<file path="config.mk">
export PLATFORM = sky130hd
export DESIGN_NAME = pwm_duty_meter_flat
export DESIGN_NICKNAME = d
export VERILOG_FILES = /design/src/rtl/pwm_duty_meter_if.sv /design/src/rtl/pwm_duty_meter.sv /design/src/flat_wrapper.sv
export SDC_FILE = /design/constraint.sdc
export NUM_CORES = 1
export LEC_CHECK = 0
export CORE_ASPECT_RATIO = 1.5
export CORE_MARGIN = 1
export CORE_UTILIZATION = 40
export CTS_BUF_LIST = sky130_fd_sc_hd__clkbuf_4 sky130_fd_sc_hd__clkbuf_8
export DETAILED_ROUTE_END_ITERATION = 8
export GPL_ROUTABILITY_DRIVEN = 0
export PLACE_DENSITY = 0.54
export SYNTH_ARGS = -nofsm -noshare
export SYNTH_HDL_FRONTEND = slang
export SYNTH_SLANG_ARGS = --single-unit
export TNS_END_PERCENT = 1
</file>
<file path="constraint.sdc">
create_clock -name sys_clk_in -period 4.14 [get_ports sys_clk_in]
set_input_delay 0.621 -clock sys_clk_in [delete_from_list [all_inputs] [get_ports sys_clk_in]]
set_output_delay 0.621 -clock sys_clk_in [all_outputs]
set_load 0.005 [all_outputs]
</file>
<file path="src/rtl/pwm_duty_meter_if.sv">
// Measurement bundle for pwm_duty_meter: the sampled PWM line going in and the
// period/high/duty report coming out.
interface pwm_duty_meter_if #(
  parameter int CNT_W = 29
);
  logic             sig_in;
  logic [CNT_W-1:0] period_count;
  logic [CNT_W-1:0] high_count;
  logic [7:0]       duty_percentage;
  logic             meas_valid;
  logic             meas_timeout;

  modport master (
    output sig_in,
    input  period_count, high_count, duty_percentage, meas_valid, meas_timeout
  );

  modport slave (
    input  sig_in,
    output period_count, high_count, duty_percentage, meas_valid, meas_timeout
  );
endinterface

</file>
<file path="src/rtl/pwm_duty_meter.sv">
// Measures period, high time and whole-percent duty of an asynchronous PWM input
// in sys_clk_in cycles, and flags stuck-high / stuck-low inputs after a timeout.
module pwm_duty_meter #(
  parameter int CNT_W       = 29,
  parameter int TIMEOUT_CYC = 100_000_000
) (
  input  logic            sys_clk_in,
  input  logic            reset,
  pwm_duty_meter_if.slave meter_if
);
  localparam int DIV_W = CNT_W + 7;
  localparam int IT_W  = $clog2(DIV_W);
  localparam logic [CNT_W-1:0] TIMEOUT_V = CNT_W'(TIMEOUT_CYC);
  localparam logic [IT_W-1:0]  IT_LAST   = IT_W'(DIV_W - 1);

  typedef enum logic [2:0] {WAIT_RISE, HIGH, LOW, DIVIDE, DONE} state_e;

  function automatic logic [CNT_W-1:0] sat_inc(input logic [CNT_W-1:0] v);
    return (v >= TIMEOUT_V) ? TIMEOUT_V : v + CNT_W'(1);
  endfunction

  function automatic logic [DIV_W-1:0] times100(input logic [CNT_W-1:0] v);
    return {7'd0, v} * DIV_W'(100);
  endfunction

  state_e           state_q, state_d;
  logic             s1_q, s2_q, s3_q;
  logic [CNT_W-1:0] cnt_q, cnt_d;
  logic [CNT_W-1:0] high_lat_q, high_lat_d;
  logic [CNT_W-1:0] period_lat_q, period_lat_d;
  logic [CNT_W-1:0] rem_q, rem_d;
  logic [DIV_W-1:0] quo_q, quo_d;
  logic [IT_W-1:0]  it_q, it_d;
  logic [CNT_W-1:0] period_cnt_q, period_cnt_d;
  logic [CNT_W-1:0] high_cnt_q, high_cnt_d;
  logic [7:0]       duty_q, duty_d;
  logic             valid_q, valid_d;
  logic             tmo_q, tmo_d;

  logic             rise, fall;
  logic [CNT_W:0]   trial;
  logic             trial_ge;
  logic             timeout_hit;

  assign rise = s2_q & ~s3_q;
  assign fall = ~s2_q & s3_q;

  always_comb begin
    state_d      = state_q;
    cnt_d        = sat_inc(cnt_q);
    high_lat_d   = high_lat_q;
    period_lat_d = period_lat_q;
    rem_d        = rem_q;
    quo_d        = quo_q;
    it_d         = it_q;
    period_cnt_d = period_cnt_q;
    high_cnt_d   = high_cnt_q;
    duty_d       = duty_q;
    valid_d      = 1'b0;
    tmo_d        = tmo_q;
    trial        = {rem_q, quo_q[DIV_W-1]};
    trial_ge     = (trial >= {1'b0, period_lat_q});
    timeout_hit  = 1'b0;

    unique case (state_q)
      WAIT_RISE: begin
        if (rise) begin
          state_d = HIGH;
          cnt_d   = CNT_W'(1);
        end else if (cnt_q == TIMEOUT_V) begin
          timeout_hit = 1'b1;
        end
      end
      HIGH: begin
        if (fall) begin
          high_lat_d = cnt_q;
          state_d    = LOW;
        end else if (cnt_q == TIMEOUT_V) begin
          timeout_hit = 1'b1;
        end
      end
      LOW: begin
        // An edge arriving together with the timeout still closes the period.
        if (rise) begin
          period_lat_d = cnt_q;
          quo_d        = times100(high_lat_q);
          rem_d        = '0;
          it_d         = '0;
          state_d      = DIVIDE;
        end else if (cnt_q == TIMEOUT_V) begin
          timeout_hit = 1'b1;
        end
      end
      DIVIDE: begin
        rem_d = trial_ge ? CNT_W'(trial - {1'b0, period_lat_q}) : trial[CNT_W-1:0];
        quo_d = {quo_q[DIV_W-2:0], trial_ge};
        it_d  = it_q + IT_W'(1);
        // Outputs load on the last iteration so they are already visible in DONE.
        if (it_q == IT_LAST) begin
          state_d      = DONE;
          period_cnt_d = period_lat_q;
          high_cnt_d   = high_lat_q;
          duty_d       = quo_d[7:0];
          tmo_d        = 1'b0;
          valid_d      = 1'b1;
        end
      end
      DONE: begin
        state_d = WAIT_RISE;
        cnt_d   = '0;
      end
      default: begin
        state_d = WAIT_RISE;
        cnt_d   = '0;
      end
    endcase

    if (timeout_hit) begin
      state_d      = WAIT_RISE;
      cnt_d        = '0;
      period_cnt_d = '0;
      high_cnt_d   = '0;
      duty_d       = s2_q ? 8'd100 : 8'd0;
      tmo_d        = 1'b1;
      valid_d      = 1'b1;
    end
  end

  // Control, synchronizer and reported results
  always_ff @(posedge sys_clk_in or negedge reset) begin
    if (!reset) begin
      state_q      <= WAIT_RISE;
      s1_q         <= 1'b0;
      s2_q         <= 1'b0;
      s3_q         <= 1'b0;
      cnt_q        <= '0;
      period_cnt_q <= '0;
      high_cnt_q   <= '0;
      duty_q       <= '0;
      valid_q      <= 1'b0;
      tmo_q        <= 1'b0;
    end else begin
      state_q      <= state_d;
      s1_q         <= meter_if.sig_in;
      s2_q         <= s1_q;
      s3_q         <= s2_q;
      cnt_q        <= cnt_d;
      period_cnt_q <= period_cnt_d;
      high_cnt_q   <= high_cnt_d;
      duty_q       <= duty_d;
      valid_q      <= valid_d;
      tmo_q        <= tmo_d;
    end
  end

  // Latches and divider datapath; always written before they are consumed
  always_ff @(posedge sys_clk_in) begin
    high_lat_q   <= high_lat_d;
    period_lat_q <= period_lat_d;
    rem_q        <= rem_d;
    quo_q        <= quo_d;
    it_q         <= it_d;
  end

  assign meter_if.period_count    = period_cnt_q;
  assign meter_if.high_count      = high_cnt_q;
  assign meter_if.duty_percentage = duty_q;
  assign meter_if.meas_valid      = valid_q;
  assign meter_if.meas_timeout    = tmo_q;
endmodule

</file>
<file path="src/flat_wrapper.sv">
// flat-port wrapper written by rule: the top's interface ports become plain ports
module pwm_duty_meter_flat 
#(
  parameter int CNT_W       = 29,
  parameter int TIMEOUT_CYC = 100_000_000
)
  (sys_clk_in, reset, meter_if_sig_in, meter_if_period_count, meter_if_high_count, meter_if_duty_percentage, meter_if_meas_valid, meter_if_meas_timeout);
  pwm_duty_meter_if #(.CNT_W(CNT_W)) meter_if_i ();
  input  logic sys_clk_in;
  input  logic reset;
  input wire logic [$bits(meter_if_i.sig_in)-1:0] meter_if_sig_in;
  output wire logic [$bits(meter_if_i.period_count)-1:0] meter_if_period_count;
  output wire logic [$bits(meter_if_i.high_count)-1:0] meter_if_high_count;
  output wire logic [$bits(meter_if_i.duty_percentage)-1:0] meter_if_duty_percentage;
  output wire logic [$bits(meter_if_i.meas_valid)-1:0] meter_if_meas_valid;
  output wire logic [$bits(meter_if_i.meas_timeout)-1:0] meter_if_meas_timeout;
  assign meter_if_i.sig_in = meter_if_sig_in;
  assign meter_if_period_count = meter_if_i.period_count;
  assign meter_if_high_count = meter_if_i.high_count;
  assign meter_if_duty_percentage = meter_if_i.duty_percentage;
  assign meter_if_meas_valid = meter_if_i.meas_valid;
  assign meter_if_meas_timeout = meter_if_i.meas_timeout;
  pwm_duty_meter #(.CNT_W(CNT_W), .TIMEOUT_CYC(TIMEOUT_CYC)) u_core (.sys_clk_in(sys_clk_in), .reset(reset), .meter_if(meter_if_i));
endmodule
</file>
# Yosys cells after proc, flatten, opt, wreduce, memory -nomap -nowiden
# Index checks and enable logic that the tools add are counted.
dict set report totals {
  register_bits 232
  latchBits 0
  ram_bits 0
  romBits 0
  inputBits 3
  word_cells 83
  memories 0
}
dict set report op_classes {
  n_addsub 3
  mul 1
  n_div 0
  magnitude_cmp 2
  eq_ne 10
  shifts 0
  mux 37
  bitwise 4
  n_reduce_logical 11
}
# operator n
set ops {}
lappend ops {{$mux 29} 11}
lappend ops {{$pmux 29 s2} 2}
lappend ops {{$pmux 36 s2} 1}
lappend ops {{$mux 36} 1}
lappend ops {{$mul 29x5->34 const B} 1}
lappend ops {{$ge 30x29->1} 1}
lappend ops {{$add 29x1->29 const B} 1}
lappend ops {{$eq 29x27->1 const B} 1}
lappend ops {{$ge 29x27->1 const B} 1}
lappend ops {{$sub 29x29->29} 1}
lappend ops {{$mux 8} 3}
lappend ops {{$mux 3} 5}
lappend ops {{$ne 3x1->1 const B} 4}
lappend ops {{$pmux 3 s4} 1}
lappend ops {{$pmux 6 s2} 1}
lappend ops {{$mux 1} 9}
lappend ops {{$reduce_and 2->1} 4}
lappend ops {{$mux 7} 1}
lappend ops {{$add 6x1->6 const B} 1}
lappend ops {{$eq 3x2->1 const B} 2}
lappend ops {{$eq 6x6->1 const B} 1}
lappend ops {{$mux 6} 1}
lappend ops {{$reduce_bool 2->1} 3}
lappend ops {{$reduce_and 4->1} 1}
lappend ops {{other kinds (8)} 10}

# Depth between registers and ports, before layout
# Gate-level depths: netlist of run 1.
dict set report depth {
  ltp_word 6
  ltp_mapped 16
}

# Worst setup path before layout of run 1
# OpenSTA, ideal clock, no wires.
dict set report synth_timing {
  kind {register -> register}
  startpoint {register u_core.high_lat_q[3]}
  endpoint {register u_core.quo_q[35], data pin}
  arrival_ns 3.386
  path_slack_ns 0.486
  path_stages_with_launch 16
  cell_sequence {edfxtp_1 -> ha_1 -> ha_1 -> inv_1 -> fa_1 -> inv_1 -> ha_1 -> nand3_1 -> o22ai_1 -> nor3_1 -> o21bai_1 -> a21oi_1 -> o21ai_0 -> a41o_1 -> mux2i_1 -> o21ai_0}
}
dict set report synth_between {
  elab_chain_len 3
}
# item line
set synth_lines {}
lappend synth_lines {{start, declared} pwm_duty_meter.sv:29} ;# logic [CNT_W-1:0] high_lat_q, high_lat_d;
lappend synth_lines {{start signal, assigned} pwm_duty_meter.sv:158} ;# high_lat_q <= high_lat_d;
lappend synth_lines {{$mul 29x5->34} pwm_duty_meter.sv:23} ;# return {7'd0, v} * DIV_W'(100);
lappend synth_lines {{$mux 36} pwm_duty_meter.sv:84} ;# if (rise) begin
lappend synth_lines {{$pmux 36 s2} pwm_duty_meter.sv:65} ;# unique case (state_q)
lappend synth_lines {{net u_core.quo_d[35]} pwm_duty_meter.sv:32} ;# logic [DIV_W-1:0] quo_q, quo_d;
lappend synth_lines {{end signal, assigned} pwm_duty_meter.sv:161} ;# quo_q <= quo_d;
lappend synth_lines {{end, declared} pwm_duty_meter.sv:32}
# The timed path passes the listed nets, and every way through them passes these cells. The select of a mux whose other input is x is not followed.
# A chain may end at the register's enable or synchronous reset.

# Worst setup path in the final report of run 1
dict set report layout_timing {
  startpoint {register u_core.high_lat_q[8]}
  endpoint {register u_core.quo_q[33], data pin}
}
# Same word-level chain as after synthesis.

==> results of run 1 <==
==> through the flow <==
| step | setup TNS, ns | total power [W] | hold slack (ns) |
|---|---|---|---|
| 2_1_floorplan | 0 | 0.00636 | 0.325 |
| 3_3_place_gp | 0 | 0.00754 | 0.335 |
| 3_5_place_dp | -0.0243 | 0.00756 | 0.348 |
| 4_1_cts | 0 | 0.00997 | 0.186 |
| 5_1_grt | 0 | 0.0107 | 0.242 |
| 6_report | 0 | 0.00990 | 0.189 |
==> Yosys cell counts (12+ instances only) <==
cell / instances
clkbuf_1: 42
o22ai_1: 54
nor2b_1: 13
edfxtp_1: 129
nor3_1: 16
xor2_1: 40
xnor2_1: 36
nand2_1: 157
fa_1: 25
o21ai_0: 59
a31oi_1: 12
nor2_1: 113
nand4_1: 17
dfrtp_1: 103
a21o_1: 32
nand3_1: 27
inv_1: 156
a21oi_1: 92
ha_1: 124
and3_1: 17
==> cells by family (layout without fill, tap and decap cells) <==
group                      after synthesis  in the layout
AOI/OAI and AO/OA                      306            306
xor gates and xnor gates                76             76
adders and majority gates              149            149
buffers and inverters                  209            326
DFF                                    232            232
muxes                                   10             10
other                                    1              3
and+or+nand+nor                        393            393
==> critical path, cell delays in order (launching register included) <==
cell      delay, ns
edfxtp_1       0.43
ha_1           0.32
ha_1           0.27
inv_1          0.05
fa_1           0.52
inv_1          0.05
ha_1           0.37
a211oi_1       0.26
o21bai_1       0.13
o21bai_2       0.26
a21oi_2        0.22
o21ai_0        0.15
buf_4          0.17
a21o_1         0.17
a211oi_1       0.24
o31ai_1        0.09
==> metal layers <==
layer,vias to the layer above,wire length [um]
met1,4876,13500
met4,0,954
met2,165,16800
met5,-,0
met3,61,921
li1,4967,-
==> final cells by class <==
cell class                      instances  area share (%)
Multi-Input combinational cell        936            41.3
Sequential cell                       232            40.5
Timing Repair Buffer                   95            5.72
Clock buffer                           52            4.14
Inverter                              157            3.70
Tap cell                              420            3.30
Clock inverter                         22            1.34
Antenna cell                            1          0.0157
==> where the power goes <==
group | total, W | internal [W] | switching [W]
Combinational | 0.00425 | 0.00184 | 0.00241
Sequential | 0.00336 | 0.00308 | 0.000276
Clock | 0.00229 | 0.00130 | 0.000988
==> worst paths after layout <==
check / end / slack (ns)
worst max-delay path: u_core.quo_q[33] / 0.19
worst max register to register: u_core.quo_q[33] / 0.19
worst min-delay path: u_core.meter_if.period_count[5] / 0.19
worst min register to register: u_core.s2_q / 0.35
max in group asynchronous: u_core.meter_if.high_count[20] / 3.08
min in group sys_clk_in: u_core.s2_q / 0.35
==> sequential cells by signal, indices dropped and copies added, names as in the netlist <==
register                         flops
u_core.s3_q                          1
u_core.meter_if.period_count        29
u_core.quo_q                        36
u_core.s1_q                          1
u_core.meter_if.high_count          29
u_core.high_lat_q                   29
u_core.meter_if.meas_timeout         1
u_core.period_lat_q                 29
u_core.state_q                       3
u_core.rem_q                        29
u_core.meter_if.meas_valid           1
u_core.s2_q                          1
u_core.cnt_q                        29
u_core.it_q                          6
u_core.meter_if.duty_percentage      8
==> repair_timing <==
| action | 4_1_cts | 5_1_grt |
|---|---|---|
| endpoints found under the setup margin | 4 | 7 |
| gates resized for setup | 3 | 8 |
| hold buffers | 0 | 0 |
| pin swaps | 1 | 1 |
| buffers inserted | 0 | 1 |
| cloned | 0 | 0 |
==> metrics.yaml, run 1 <==
cts:
  cts.sinks: 232
  clk_latency_ns: 0.56
  cts_inserted_buffers: 40
  clkTransAtPathRegs_ns: 0.07
  cts_root_buffer: "clkbuf_8"
  ctsHtreeMaxLevel: 2
  cts_tree: "yes"
  cts_max_path_buffers: 3
yosys:
  synth.area.mux_share_pct: 0.727
  ys_types: 64
  yosys_warnings: 0
  synth_seq_cells: 232
  syn-instance-count: 1376
  avgSynthCellArea_sq_um: 10.0
  yosys.area_share.simple_pct: 12.9
  synth-compound-area-share_pct: 13.8
  yosys.area_share.adder_pct: 14.9
  synth.largest_area_cell: "edfxtp_1"
  synth_xor_area_share_pct: 4.84
  synth_top_area_share_pct: 28.2
  synth_ff_type: "edfxtp_1"
  synth_area_leaders: "edfxtp_1 28%, dfrtp_1 19%, ha_1 11%"
  synth_edf_count: 129
  yosysSeqAreaShare_pct: 46.9
  synth_top_family_by_area: "adder cells"
  async_flop_share_pct: 44.4
  synth_area_sq_um: 13800
place:
  io_buffers: 70
  hpwlAfterDp_mm: 22.9
  place_ws_ns: -0.0243
  dp_cells: 1839
  place_area_sq_um: 15000
power:
  peakVddDrop_mv: 0.387
  power_leakage_nw: 6.98
  p_per_area_nw_per_um2: 622
floorplan:
  initial_core_util_pct: 40.9
  core_area_sq_um: 33700
  die_area_sq_um: 35200
  ios: 71
  row_count: 82
  die_width_um: 153
  die_h_um: 229
global_routing:
  grt_use_total_pct: 18.9
  first_global_vias: 10400
  grt_pass1_wl_mm: 53.0
  globalRouteMet2Util_pct: 34.2
  gr-usage-met1_pct: 22.5
  grt_start_max_net_pins: 90
  grt_most_used_layer: "met2"
  grt_overflow: 0
  antenna_found_initial: 1
  grt_use_met3_pct: 2.63
timing:
  setup_slack_ns: 0.185
  finalCriticalPeriod_ns: 3.95
  setup_viol: 0
  grt_setup_unrepaired: "false"
  finalHoldViolCount: 0
  skew_ns: 0.0196
  fin_crit_sh_pct: 95.5
  slew_headroom_pct: 39.7
  drv_slew: 0
  max_freq_mhz: 253
  worst_slew_pin_slew_ns: 0.904
detailed_routing:
  via_count: 10100
  totalWireLength_mm: 32.3
  drt_iter0_markers: 398
  drt-pass1-iter-count: 5
  antenna_left: 0
  routedWlPerCell_um: 16.8
  drc: 0
  via_per_inst: 5.26
setup_path:
  reg2reg_depth: 15
  endpoint_kind: "flop"
  cp.arrival_ns: 4.24
  crit_fanout: 7
  critical_path_class: "flop to flop"
  crit_start: "u_core.high_lat_q[8]"
  critPathRequiredTime_ns: 4.42
  r2r-start: "u_core.high_lat_q[8]"
  cp-start-kind: "flop"
run:
  cap_violations: 0
cells_and_area:
  synthToLayoutAreaGrowth_pct: 15.7
  layout.cells.non_filler: 1915
  multi_input_area_sq_um: 6570
  layout_common_cells: "156 x inv_1, 156 x nand2_1, 129 x edfxtp_1"
  regArea_sq_um: 6450
  design_area_sq_um: 15900
  fin_util_pct: 47.3
  finalNetCount: 1614
  fill_cells: 3278
  drive_gt1_share_pct: 8.30
status:
  status: "finished clean"
min_path:
  hold_class: "primary input to asynchronous set/reset pin"
Note: power is estimated with default switching activity, not from simulation.
==> inputs of run 2 (changes only) <==
--- a/config.mk
+++ b/config.mk
@@ -12,6 +12,7 @@
 export DETAILED_ROUTE_END_ITERATION = 8
 export GPL_ROUTABILITY_DRIVEN = 0
 export PLACE_DENSITY = 0.54
+export SLEW_MARGIN = 20
 export SYNTH_ARGS = -nofsm -noshare
 export SYNTH_HDL_FRONTEND = slang
 export SYNTH_SLANG_ARGS = --single-unit
==> results of run 2 <==
The final DEF is identical to that of run 1; final timing and power are the same.
==> inputs of run 3 (changes only) <==
--- a/config.mk
+++ b/config.mk
@@ -7,11 +7,11 @@
 export LEC_CHECK = 0
 export CORE_ASPECT_RATIO = 1.5
 export CORE_MARGIN = 1
-export CORE_UTILIZATION = 40
+export CORE_UTILIZATION = 45
 export CTS_BUF_LIST = sky130_fd_sc_hd__clkbuf_4 sky130_fd_sc_hd__clkbuf_8
 export DETAILED_ROUTE_END_ITERATION = 8
 export GPL_ROUTABILITY_DRIVEN = 0
-export PLACE_DENSITY = 0.54
+export PLACE_DENSITY = 0.6
 export SLEW_MARGIN = 20
 export SYNTH_ARGS = -nofsm -noshare
 export SYNTH_HDL_FRONTEND = slang
==> run 3 against run 2 <==
Against the previous run:
- utilization rose by 5.3 points
- setup slack worse by 0.031 ns
- via count fell by 0.79%
- power decreased by 0.28%
- largest cell class unchanged
- highest routed layer unchanged
==> metrics.yaml, run 3 (same netlist as run 1, synthesis figures left out) <==
setup_path:
  path_buf_inv: 3
  crit_fanout: 5
  endpoint_kind: "flop"
  cp_top_family: "adder cells"
  r2r-end: "u_core.quo_q[35]"
  reg2reg_depth: 16
  critical_path_class: "flop to flop"
  max_stage_delay_ns: 0.50
  r2r-start: "u_core.high_lat_q[3]"
  cp-start-kind: "flop"
  cp_slowest_cell: "fa_1"
  path_cells: "ha_1 > ha_1 > inv_1 > fa_1 > inv_1 > ha_1 > nand3_1 > o22ai_1 > nor3_1 > o21bai_1 > buf_4 > a21oi_2 > o21ai_1 > a41o_1 > mux2i_1 > o21ai_0"
  critPathRequiredTime_ns: 4.43
  cp.arrival_ns: 4.27
  crit_path_frequent_cell: "ha_1"
  rrSetupSlack_ns: 0.15
detailed_routing:
  drt_iter0_markers: 397
  maxUsedRoutingLayer: "met4"
  routedWlPerCell_um: 16.5
  wl_met1_mm: 13.3
  totalWireLength_mm: 31.1
  via_count: 9989
  drt-pass1-iter-count: 5
  via_per_inst: 5.30
  dr_wl_met3_um: 864
  dr_wl_met2_mm: 16.0
  antenna_left: 0
  drc: 0
global_routing:
  grt_use_total_pct: 20.7
  grt_start_max_net_pins: 92
  antenna_found_initial: 0
  first_global_vias: 10100
  grt_overflow: 0
  grt_pass1_wl_mm: 50.8
cells_and_area:
  largest_reg_flops: 36
  fill_cells: 2790
  fin_util_pct: 52.6
  top_register: "u_core.quo_q"
  antenna_cells: 0
  layout_common_cells: "156 x inv_1, 156 x nand2_1, 129 x edfxtp_1"
  layout.cells.non_filler: 1886
  finalNetCount: 1610
  synthToLayoutAreaGrowth_pct: 15.2
  drive_gt1_share_pct: 7.74
timing:
  slew_headroom_pct: 35.7
  fin_crit_sh_pct: 96.3
  finalHoldViolCount: 0
  grt_setup_unrepaired: "true"
  setup_slack_ns: 0.154
  worst_slew_pin_slew_ns: 0.965
  max_freq_mhz: 251
  finalCriticalPeriod_ns: 3.99
  setup_viol: 0
  drv_slew: 0
  skew_ns: 0.0173
cts:
  cts_inserted_buffers: 38
  ctsHtreeMaxLevel: 2
  cts_max_path_buffers: 3
  cts_root_buffer: "clkbuf_8"
  cts.sinks: 232
  clk_latency_ns: 0.55
  cts_tree: "yes"
  clkTransAtPathRegs_ns: 0.07
power:
  p_per_area_nw_per_um2: 623
  peakVddDrop_mv: 0.359
  power_leakage_nw: 6.94
  power_w: 0.00987
floorplan:
  die_width_um: 145
  die_h_um: 216
  ios: 71
  die_area_sq_um: 31300
  row_count: 78
  initial_core_util_pct: 45.6
  core_area_sq_um: 30200
min_path:
  hold_class: "primary input to asynchronous set/reset pin"
status:
  status: "finished clean"
place:
  place_ws_ns: -0.0147
  hpwlAfterDp_mm: 22.2
  io_buffers: 70
  dp_cells: 1818
run:
  cap_violations: 0
run 3: layout make-up:
cell class | count | area [sq um] | area share [%]
multi-input combinational | 936 | 6570 | 41.4
sequential | 232 | 6450 | 40.7
timing repair buffer | 93 | 896 | 5.65
clock buffer | 50 | 632 | 3.99
inverter | 157 | 589 | 3.72
tap | 400 | 500 | 3.16
clock inverter | 18 | 216 | 1.37
run 3: how the worst max path moves through the flow:
stage                    startpoint                to  slack [ns]  cells after the start
6_report       u_core.high_lat_q[3]  u_core.quo_q[35]        0.15                     16
5_1_grt        u_core.high_lat_q[8]  u_core.quo_q[26]      -0.001                     15
4_1_cts        u_core.high_lat_q[3]  u_core.quo_q[26]        0.04                     15
3_5_place_dp   u_core.high_lat_q[3]  u_core.quo_q[30]       -0.01                     15
3_3_place_gp   u_core.high_lat_q[3]  u_core.quo_q[30]        0.02                     15
2_1_floorplan  u_core.high_lat_q[3]  u_core.quo_q[35]        0.49                     15
run 3: per-stage QoR:
| stage | area [sq um] | hold WS (ns) | TNS, ns |
|---|---|---|---|
| 2_1_floorplan | 13800 | 0.325 | 0 |
| 3_3_place_gp | 15000 | 0.350 | 0 |
| 3_5_place_dp | 15000 | 0.358 | -0.0147 |
| 4_1_cts | 15800 | 0.176 | 0 |
| 5_1_grt | 15900 | 0.218 | -0.00118 |
| 6_report | 15900 | 0.160 | 0 |
run 3: timing repair:
| action | CTS | global route |
|---|---|---|
| endpoints found under the setup margin | 1 | 9 |
| pin swaps | 0 | 1 |
| setup buffers | 0 | 0 |
| resized for setup | 1 | 11 |
| hold buffers | 0 | 0 |
| endpoints found under the hold margin | 0 | 0 |
| cloned | 0 | 0 |
run 3: report_power, final:
group | internal (W) | total, W | switching [W]
logic | 0.00184 | 0.00426 | 0.00242
registers | 0.00308 | 0.00335 | 0.000272
clock network | 0.00131 | 0.00226 | 0.000944
run 3: layer usage:
layer / track usage, % / up-vias
met2: 36.2 / 159
li1: - / 4953
met3: 2.72 / 54
met5: 0 / -
met1: 25.5 / 4823
met4: 7.93 / 0
